`src/rtl/ecap5_dproc_pkg.sv`:
```
// Shared constants and types for the writeback stage and its load alignment helper.
package ecap5_dproc_pkg;

    localparam int REG_ADDR_W = 5;
    localparam int XLEN       = 32;

    localparam logic [1:0] LOAD_BYTE = 2'b00;
    localparam logic [1:0] LOAD_HALF = 2'b01;
    localparam logic [1:0] LOAD_WORD = 2'b10;

    // wen already folds in the rd != 0 check, so it doubles as the forward-valid flag
    typedef struct packed {
        logic                  wen;
        logic [REG_ADDR_W-1:0] addr;
        logic [XLEN-1:0]       data;
    } slot_t;

endpackage

```
`src/rtl/load_align.sv`:
```
// Selects the addressed byte/half/word out of a raw memory word and extends it to XLEN.
module load_align
    import ecap5_dproc_pkg::*;
(
    input  logic [1:0]      size_i,
    input  logic            unsigned_i,
    input  logic [1:0]      offset_i,
    input  logic [XLEN-1:0] data_i,
    output logic [XLEN-1:0] value_o
);

    logic [7:0]  w_byte;
    logic [15:0] w_half;

    always_comb begin
        case (offset_i)
            2'd0:    w_byte = data_i[7:0];
            2'd1:    w_byte = data_i[15:8];
            2'd2:    w_byte = data_i[23:16];
            default: w_byte = data_i[31:24];
        endcase
        // offset bit 0 is ignored for halves; misaligned halves never reach this stage
        w_half = offset_i[1] ? data_i[31:16] : data_i[15:0];

        case (size_i)
            LOAD_BYTE: value_o = {{24{~unsigned_i & w_byte[7]}}, w_byte};
            LOAD_HALF: value_o = {{16{~unsigned_i & w_half[15]}}, w_half};
            default:   value_o = data_i;
        endcase
    end

endmodule

```
`src/rtl/writeback.sv`:
```
// Final pipeline stage: one-entry retire slot driving the regm write port, operand
// forwarding, retired-instruction counter and debug write arbitration.
module writeback
    import ecap5_dproc_pkg::*;
#(
    parameter int RETIRE_CNT_W  = 64,
    parameter int DBG_ACK_DELAY = 1
) (
    input  logic                    clk_i,
    input  logic                    rst_i,
    input  logic                    input_valid_i,
    output logic                    input_ready_o,
    input  logic                    reg_write_i,
    input  logic [REG_ADDR_W-1:0]   reg_addr_i,
    input  logic [XLEN-1:0]         result_i,
    input  logic                    is_load_i,
    input  logic [1:0]              load_size_i,
    input  logic                    load_unsigned_i,
    input  logic [1:0]              load_offset_i,
    input  logic [XLEN-1:0]         load_data_i,
    input  logic                    dbg_req_i,
    input  logic [REG_ADDR_W-1:0]   dbg_waddr_i,
    input  logic [XLEN-1:0]         dbg_wdata_i,
    output logic                    dbg_ack_o,
    output logic                    reg_write_o,
    output logic [REG_ADDR_W-1:0]   reg_waddr_o,
    output logic [XLEN-1:0]         reg_wdata_o,
    output logic                    fwd_valid_o,
    output logic [REG_ADDR_W-1:0]   fwd_addr_o,
    output logic [XLEN-1:0]         fwd_data_o,
    output logic [RETIRE_CNT_W-1:0] instret_o
);

    if (DBG_ACK_DELAY != 1) begin : g_unsupported_ack_delay
        $error("writeback: only DBG_ACK_DELAY == 1 is implemented");
    end

    localparam logic [RETIRE_CNT_W-1:0] INSTRET_ONE = 1;

    logic                    w_accept;
    logic                    w_dbg_grant;
    logic [XLEN-1:0]         w_load_value;
    logic [XLEN-1:0]         w_slot_data;

    slot_t                   r_slot;
    logic                    r_dbg_ack;
    logic                    r_boot;
    logic [RETIRE_CNT_W-1:0] r_instret;

    load_align u_load_align (
        .size_i     (load_size_i),
        .unsigned_i (load_unsigned_i),
        .offset_i   (load_offset_i),
        .data_i     (load_data_i),
        .value_o    (w_load_value)
    );

    // A pending debug request stalls upstream so the slot drains and frees the write port.
    // The ack cycle and the first cycle out of reset are never grant cycles.
    always_comb begin
        input_ready_o = !dbg_req_i;
        w_accept      = input_valid_i && !dbg_req_i;
        w_slot_data   = is_load_i ? w_load_value : result_i;
        w_dbg_grant   = dbg_req_i && !r_slot.wen && !r_dbg_ack && !r_boot;

        reg_write_o = r_slot.wen;
        reg_waddr_o = r_slot.addr;
        reg_wdata_o = r_slot.data;
        if (w_dbg_grant) begin
            reg_write_o = (dbg_waddr_i != '0);
            reg_waddr_o = dbg_waddr_i;
            reg_wdata_o = dbg_wdata_i;
        end
    end

    always_ff @(posedge clk_i) begin
        if (rst_i) begin
            r_slot    <= '0;
            r_dbg_ack <= 1'b0;
            r_boot    <= 1'b1;
            r_instret <= '0;
        end else begin
            r_boot     <= 1'b0;
            r_dbg_ack  <= w_dbg_grant;
            r_slot.wen <= w_accept && reg_write_i && (reg_addr_i != '0);
            if (w_accept) begin
                r_slot.addr <= reg_addr_i;
                r_slot.data <= w_slot_data;
                r_instret   <= r_instret + INSTRET_ONE;
            end
        end
    end

    assign dbg_ack_o   = r_dbg_ack;
    assign fwd_valid_o = r_slot.wen;
    assign fwd_addr_o  = r_slot.addr;
    assign fwd_data_o  = r_slot.data;
    assign instret_o   = r_instret;

endmodule
```
`config.mk`:
```
export PLATFORM = sky130hd
export DESIGN_NAME = writeback
export DESIGN_NICKNAME = d
export VERILOG_FILES = /design/src/rtl/ecap5_dproc_pkg.sv /design/src/rtl/load_align.sv /design/src/rtl/writeback.sv
export SDC_FILE = /design/constraint.sdc
export NUM_CORES = 1
export LEC_CHECK = 0
export BUFFER_PORTS_ARGS = -buffer_cell sky130_fd_sc_hd__buf_2
export CORE_ASPECT_RATIO = 1.5
export CORE_UTILIZATION = 43
export DETAILED_ROUTE_END_ITERATION = 10
export PLACE_DENSITY = 0.77
export REMOVE_ABC_BUFFERS = 1
export SLEW_MARGIN = 20
export SYNTH_ARGS = -nofsm -noshare
export SYNTH_HDL_FRONTEND = slang
export SYNTH_SLANG_ARGS = --single-unit
```
`constraint.sdc`:
```
create_clock -name clk_i -period 1.9 [get_ports clk_i]
set_input_delay 0.095 -clock clk_i [delete_from_list [all_inputs] [get_ports clk_i]]
set_output_delay 0.095 -clock clk_i [all_outputs]
set_load 0.02 [all_outputs]
```
==> run_results.csv, run 1 <==
group,metric,value,unit
status,status,"finished, violations left",
status,violations,"setup timing",
sta,min_period_over_period,103.6,%
floorplan,placementRows,50,
clock_network,cts_tree,"done",
placed_design,dp_cells,1136,
finish,finalNetCount,1132,
yosys,syn-cell-area,5594,sq um
floorplan,ioPinCount,259,
global_routing,grt_max_degree,75,
global_routing,grt_pass1_vias,6139,
worst_setup_path,crit_fanout,5,
routing,routed.top_layer,"met4",
finish,drive_gt1_share,46.42,%
global_routing,grt_usage,29.92,%
worst_hold_path,min_path_type,"in -> reg",
sta,slew_headroom,46.99,%
sta,report.final.hold_viol_count,0,
yosys,ys_types,44,
yosys,ys_warn_count,0,
clock_network,clk_pin_slew,0.07,ns
clock_network,clkLatencyLatePin,0.34,ns
worst_setup_path,endpoint_kind,"output port",
sta,rsz0062_at_grt,"true",
finish,syn_to_final_growth,58.15,%
worst_setup_path,regToRegStartpoint,"instret_o[27]$_SDFFE_PP0P_",
clock_network,htreeDepth,3,
floorplan,core-area,12570,sq um
sta,period_needed,1.969,ns
yosys,ys_ff_latch,104,
routing,met1Wirelength,7990,microns
yosys,avgSynthCellArea,8.374,sq um
placed_design,place.gp.congestion,0.8669,
sta,slew_viol_final,0,
sta,timing.fmax,507.9,MHz
routing,totalWireLength,22180,microns
floorplan,die_area,13480,sq um
routing,drtPass1Iterations,7,
worst_setup_path,start_kind,"flip-flop",
routing,routed_via_density,5.785,
finish,fin_util,70.36,%
sta,finClkSkew,0.009320,ns
clock_network,numCtsBuffers,9,
routing,ant_nets,0,
yosys,synth_edf_count,0,
sta,tightest_slew,0.7951,ns
sta,timing.hold.ws,0.01433,ns
global_routing,grt_pass1_wl,31020,microns
yosys,async_flop_share,0,%
sta,fin_ws,-0.06895,ns
finish,design_area,8847,sq um
power,p_per_area,608.7,nW/um^2
placed_design,port_buffers,258,
finish,finalNonFillerCells,1179,
routing,drc,0,
routing,routed-wl-met2,11570,microns
floorplan,die_h,141.7,microns
yosys,synth_cells,668,
routing,wl_per_cell,18.82,microns
power,vdd_drop_max,0.5726,mV
clock_network,clock_path_buffers,2,
placed_design,dp_slack,-0.1922,ns
worst_setup_path,critPathArrivalTime,1.87,ns
flow_run,drv_cap,0,
global_routing,antenna_found_initial,4,
placed_design,place_area,7711,sq um
routing,drt_iter0_markers,267,
power,power.leakage,4.030,nW
yosys,seq_area_frac_synth,37.22,%
global_routing,overflow,0,
worst_hold_path,hp-start,"reg_write_i",
floorplan,die_w,95.13,microns
worst_setup_path,critPathRequiredTime,1.80,ns
clock_network,cts_num_sinks,104,
clock_network,cts-root-buf,"clkbuf_16",
worst_setup_path,critPathLaunch,"fwd_valid_o$_SDFF_PP0_",
placed_design,dp_hpwl,15420,microns
routing,dr_wl_met3,1854,microns
sta,finalSetupViolations,46,
sta,tns,-1.657,ns
power,totalPowerFinal,5.385,mW
worst_setup_path,critPathKind,"reg -> out",
floorplan,initial_core_util,44.49,%
routing,vias,6820,
yosys,synth_ff_type,"dfxtp_1",
## synth_stat cells (2+ instances only)
library cell	number	area [sq um]
a211oi_1	6	45.04
a21o_1	6	45.04
a21oi_1	39	195.2
a221oi_1	24	210.2
a311oi_1	7	61.31
a31oi_1	6	37.54
and3_1	9	56.30
and4_1	4	35.03
buf_1	2	7.510
buf_2	7	35.03
clkbuf_1	39	146.4
dfxtp_1	104	2082
inv_1	16	60.06
mux2_2	37	416.7
mux2i_1	2	20.02
nand2_1	71	266.5
nand2b_1	9	56.30
nand3_1	26	130.1
nand3b_1	10	75.07
nand4_1	26	162.7
nand4_2	3	37.54
nor2_1	47	176.4
nor2b_1	9	56.30
nor3_1	2	10.01
nor4_1	5	31.28
nor4_4	2	42.54
nor4b_1	2	17.52
o21ai_0	40	200.2
o221ai_1	7	61.31
o31ai_1	24	180.2
or3_1	13	81.33
or4_1	20	150.1
xnor2_1	14	122.6
xor2_1	20	175.2
## state kept, by name, indices dropped and copies added (netlist names)
name and flops:
instret_o 64, r_boot 1, fwd_addr_o 5, fwd_valid_o 1, dbg_ack_o 1, fwd_data_o 32
## final cells by class
class                   instances  area [sq um]
well taps                     156         195.2
clock buffers                  12         246.5
diodes                          4         10.01
fillers                      1000          3727
multi-input cells             499          3520
flip-flops and latches        104          2098
inverters                      16         60.06
clock inverters                 4         76.32
repair buffers                384          2641
## path summary, 6_finish.rpt
kind / endpoint / slack [ns] / cells past startpoint
worst max-delay path: reg_wdata_o[7] / -0.07 / 5
worst min-delay path: fwd_valid_o$_SDFF_PP0_ / 0.01 / 2
worst max register to register: instret_o[43]$_SDFFE_PP0P_ / -0.05 / 8
worst min register to register: fwd_addr_o[3]$_SDFFE_PP0P_ / 0.48 / 2
## routing by layer
metal	vias up	track usage (%)
li1	3167	-
met1	3238	34.24
met2	361	53.72
met3	54	6.324
met4	0	10.21
met5	-	0
## worst max-delay path, cell delays in order (launching register included)
cell	delay [ns]
dfxtp_2	0.34
nor4_4	0.35
buf_4	0.23
clkbuf_16	0.17
mux2_4	0.31
buf_6	0.13
## power by group
part | internal [mW] | switching, mW | total, mW
sequential | 2.23 | 0.0447 | 2.28
combinational | 0.515 | 0.563 | 1.08
clock | 1.20 | 0.833 | 2.03
## placed cells by master (no fill, tap or decap), drive strengths merged, types with 10 or more instances in the layout
cell type,count
mux2,37
xnor2,14
nor2,47
clkbuf,16
inv,17
nand4,29
a221oi,24
o31ai,24
o21ai,40
or4,20
xor2,20
dfxtp,104
nand3,27
or3,13
buf,375
a21oi,39
nand2,71
nand3b,10
## what timing repair did
action | in CTS | in global routing
pin swaps | 18 | 6
setup endpoints to repair | 62 | 70
setup buffers | 9 | 2
hold buffers | 5 | 0
cloned | 3 | 5
gates resized for setup | 48 | 113
endpoints found under the hold margin | 5 | 0
## logic make-up (layout without fill, tap and decap cells)
family                     after synthesis  in the layout  share of synthesized area (%)
AOI/OAI and AO/OA                      161            161                          18.83
xor gates and xnor gates                34             34                          5.323
adders and majority gates                1              1                         0.2236
buffers and inverters                   65            416                          4.585
DFF                                    104            104                          37.22
muxes                                   40             40                          8.208
other                                    0              4                              0
and+or+nand+nor                        263            263                          25.61
Note: power is estimated with default switching activity, not from simulation.
==> run 2: changes to the inputs <==
--- a/config.mk
+++ b/config.mk
@@ -9,7 +9,8 @@
 export CORE_ASPECT_RATIO = 1.5
 export CORE_UTILIZATION = 43
 export DETAILED_ROUTE_END_ITERATION = 10
-export PLACE_DENSITY = 0.77
+export GPL_TIMING_DRIVEN = 0
+export PLACE_DENSITY_LB_ADDON = 0.08
 export REMOVE_ABC_BUFFERS = 1
 export SLEW_MARGIN = 20
 export SYNTH_ARGS = -nofsm -noshare
==> run 2 against run 1 <==
Combinational power is 14% lower. Register-to-register slack lost 0.20 ns. Critical endpoint is now instret_o[63]$_SDFFE_PP0P_. Largest power group unchanged. Clock skew grew 0.0028 ns. Via count shrank 3.6%. Setup slack worse by 0.18 ns. Final cell count is 3.7% lower. The run ends with hold timing, setup timing left. Fmax decreased by 8.5%. Count of clock-buffer cells in the layout is 2 lower.
==> run_results.csv, run 2 (synthesis results as in run 1) <==
group,metric,value,unit
worst_setup_path,crit_chain,"nand4_1 > nor4_4 > buf_6 > nand4_1 > buf_4 > or4_4 > a21oi_2",
sta,fin_ws,-0.2519,ns
sta,min_period_over_period,113.3,%
flow_run,drv_cap,0,
worst_setup_path,crit_slowest_cell,"or4_4",
finish,layout_commonest_cell,"buf_2",
floorplan,die_area,13480,sq um
clock_network,numCtsBuffers,9,
floorplan,core-area,12570,sq um
finish,fin_util,68.22,%
global_routing,grt_pass1_vias,6151,
finish,drive_gt1_share,50.36,%
floorplan,placementRows,50,
sta,finalSetupViolations,55,
worst_setup_path,critPathArrivalTime,2.44,ns
sta,slew_viol_final,0,
finish,finalNonFillerCells,1135,
floorplan,die_w,95.13,microns
routing,routed_via_density,5.791,
routing,drt_iter0_markers,174,
routing,drtPass1Iterations,5,
routing,ant_nets,0,
floorplan,ioPinCount,259,
power,p_per_area,613.9,nW/um^2
placed_design,place.gp.congestion,0.8374,
worst_setup_path,endpoint_kind,"flip-flop",
worst_hold_path,min_path_type,"in -> reg",
worst_setup_path,critPathKind,"reg -> reg",
clock_network,cts_num_sinks,104,
routing,vias,6573,
global_routing,antenna_found_initial,1,
clock_network,clock_path_buffers,2,
placed_design,dp_cells,1041,
clock_network,cts-root-buf,"clkbuf_16",
sta,finClkSkew,0.01216,ns
routing,totalWireLength,21000,microns
finish,num_antenna_cells,0,
clock_network,htreeDepth,3,
worst_setup_path,slowest_delay,0.47,ns
worst_setup_path,crit_fanout,4,
worst_setup_path,cp_common_cell,"nand4_1",
status,violations,"hold timing, setup timing",
clock_network,clkLatencyLatePin,0.35,ns
worst_setup_path,crit_family,"simple AND/OR/NAND/NOR gates",
finish,syn_to_final_growth,53.34,%
global_routing,grt_max_degree,68,
sta,slew_headroom,51.90,%
sta,timing.fmax,464.7,MHz
sta,period_needed,2.152,ns
status,status,"finished, violations left",
sta,tns,-7.066,ns
floorplan,initial_core_util,44.49,%
sta,report.final.hold_viol_count,1,
global_routing,overflow,0,
sta,timing.hold.ws,-0.0009862,ns
global_routing,grt_pass1_wl,30260,microns
finish,final_cell_mix,"buf_2 (243), nand2_1 (69), dfxtp_1 (61), buf_4 (58), nor2_1 (45)",
finish,largest_register_ff_count,64,
placed_design,port_buffers,258,
clock_network,cts_tree,"done",
power,vdd_drop_max,0.3498,mV
placed_design,dp_slack,-1.105,ns
clock_network,clk_pin_slew,0.08,ns
routing,drc,0,
worst_setup_path,critPathRequiredTime,2.18,ns
power,power.leakage,3.835,nW
finish,finalNetCount,1092,
floorplan,die_h,141.7,microns
routing,wl_per_cell,18.50,microns
worst_setup_path,critPathBufInv,2,
placed_design,dp_hpwl,13520,microns
worst_setup_path,start_kind,"flip-flop",
sta,tightest_slew,0.7189,ns
sta,rsz0062_at_grt,"true",
global_routing,grt_usage,28.62,%
[run 2: layout make-up]
class / instances / area, sq um
Fill cell: 1026 / 3996
Inverter: 16 / 60.06
Timing Repair Buffer: 342 / 2180
Clock buffer: 10 / 239.0
Clock inverter: 6 / 91.34
Tap cell: 156 / 195.2
Multi-Input combinational cell: 501 / 3652
Sequential cell: 104 / 2161
[run 2: metal layers]
metal	vias up	GRT usage, %	wire length (microns)
li1	3098	-	-
met3	54	4.877	1120
met1	3149	29.19	7432
met5	-	0	13
met2	270	54.47	11680
met4	2	13.48	756
[run 2: through the flow]
| stage | power (mW) | cell area [sq um] |
|---|---|---|
| 2_1_floorplan | 2.734 | 5398 |
| 3_3_place_gp | 3.103 | 6884 |
| 3_5_place_dp | 3.129 | 6995 |
| 4_1_cts | 5.279 | 8049 |
| 5_1_grt | 5.445 | 8578 |
| 6_report | 5.266 | 8578 |
[run 2: path summary, 6_finish.rpt]
path | depth (start not counted) | start | slack [ns] | to
worst max register to register | 7 | instret_o[32]$_SDFFE_PP0P_ | -0.25 | instret_o[63]$_SDFFE_PP0P_
worst min register to register | 2 | fwd_addr_o[2]$_SDFFE_PP0P_ | 0.48 | fwd_addr_o[2]$_SDFFE_PP0P_
worst max-delay path | 7 | instret_o[32]$_SDFFE_PP0P_ | -0.25 | instret_o[63]$_SDFFE_PP0P_
worst min-delay path | 3 | reg_addr_i[0] | -0.001 | fwd_addr_o[0]$_SDFFE_PP0P_
[run 2: power breakdown]
group          switching (mW)  internal, mW  total (mW)
combinational           0.509         0.425       0.933
sequential             0.0476          2.22        2.26
clock                   0.869          1.20        2.07
total                    1.43          3.84        5.27
[run 2: repair_timing]
item                       in CTS  in global routing
gates cloned                    1                  3
pin swaps                      30                 34
setup buffers                  40                 32
hold buffers                    4                  0
resized for setup             107                 82
setup endpoints to repair      93                 80
hold endpoints to repair        4                  0
[run 2: tightest hold or removal path: cells and delay by family]
kind            cells  cell delay, ns
compound gates      1            0.06
buf+inv             1            0.10
simple gates        1            0.05
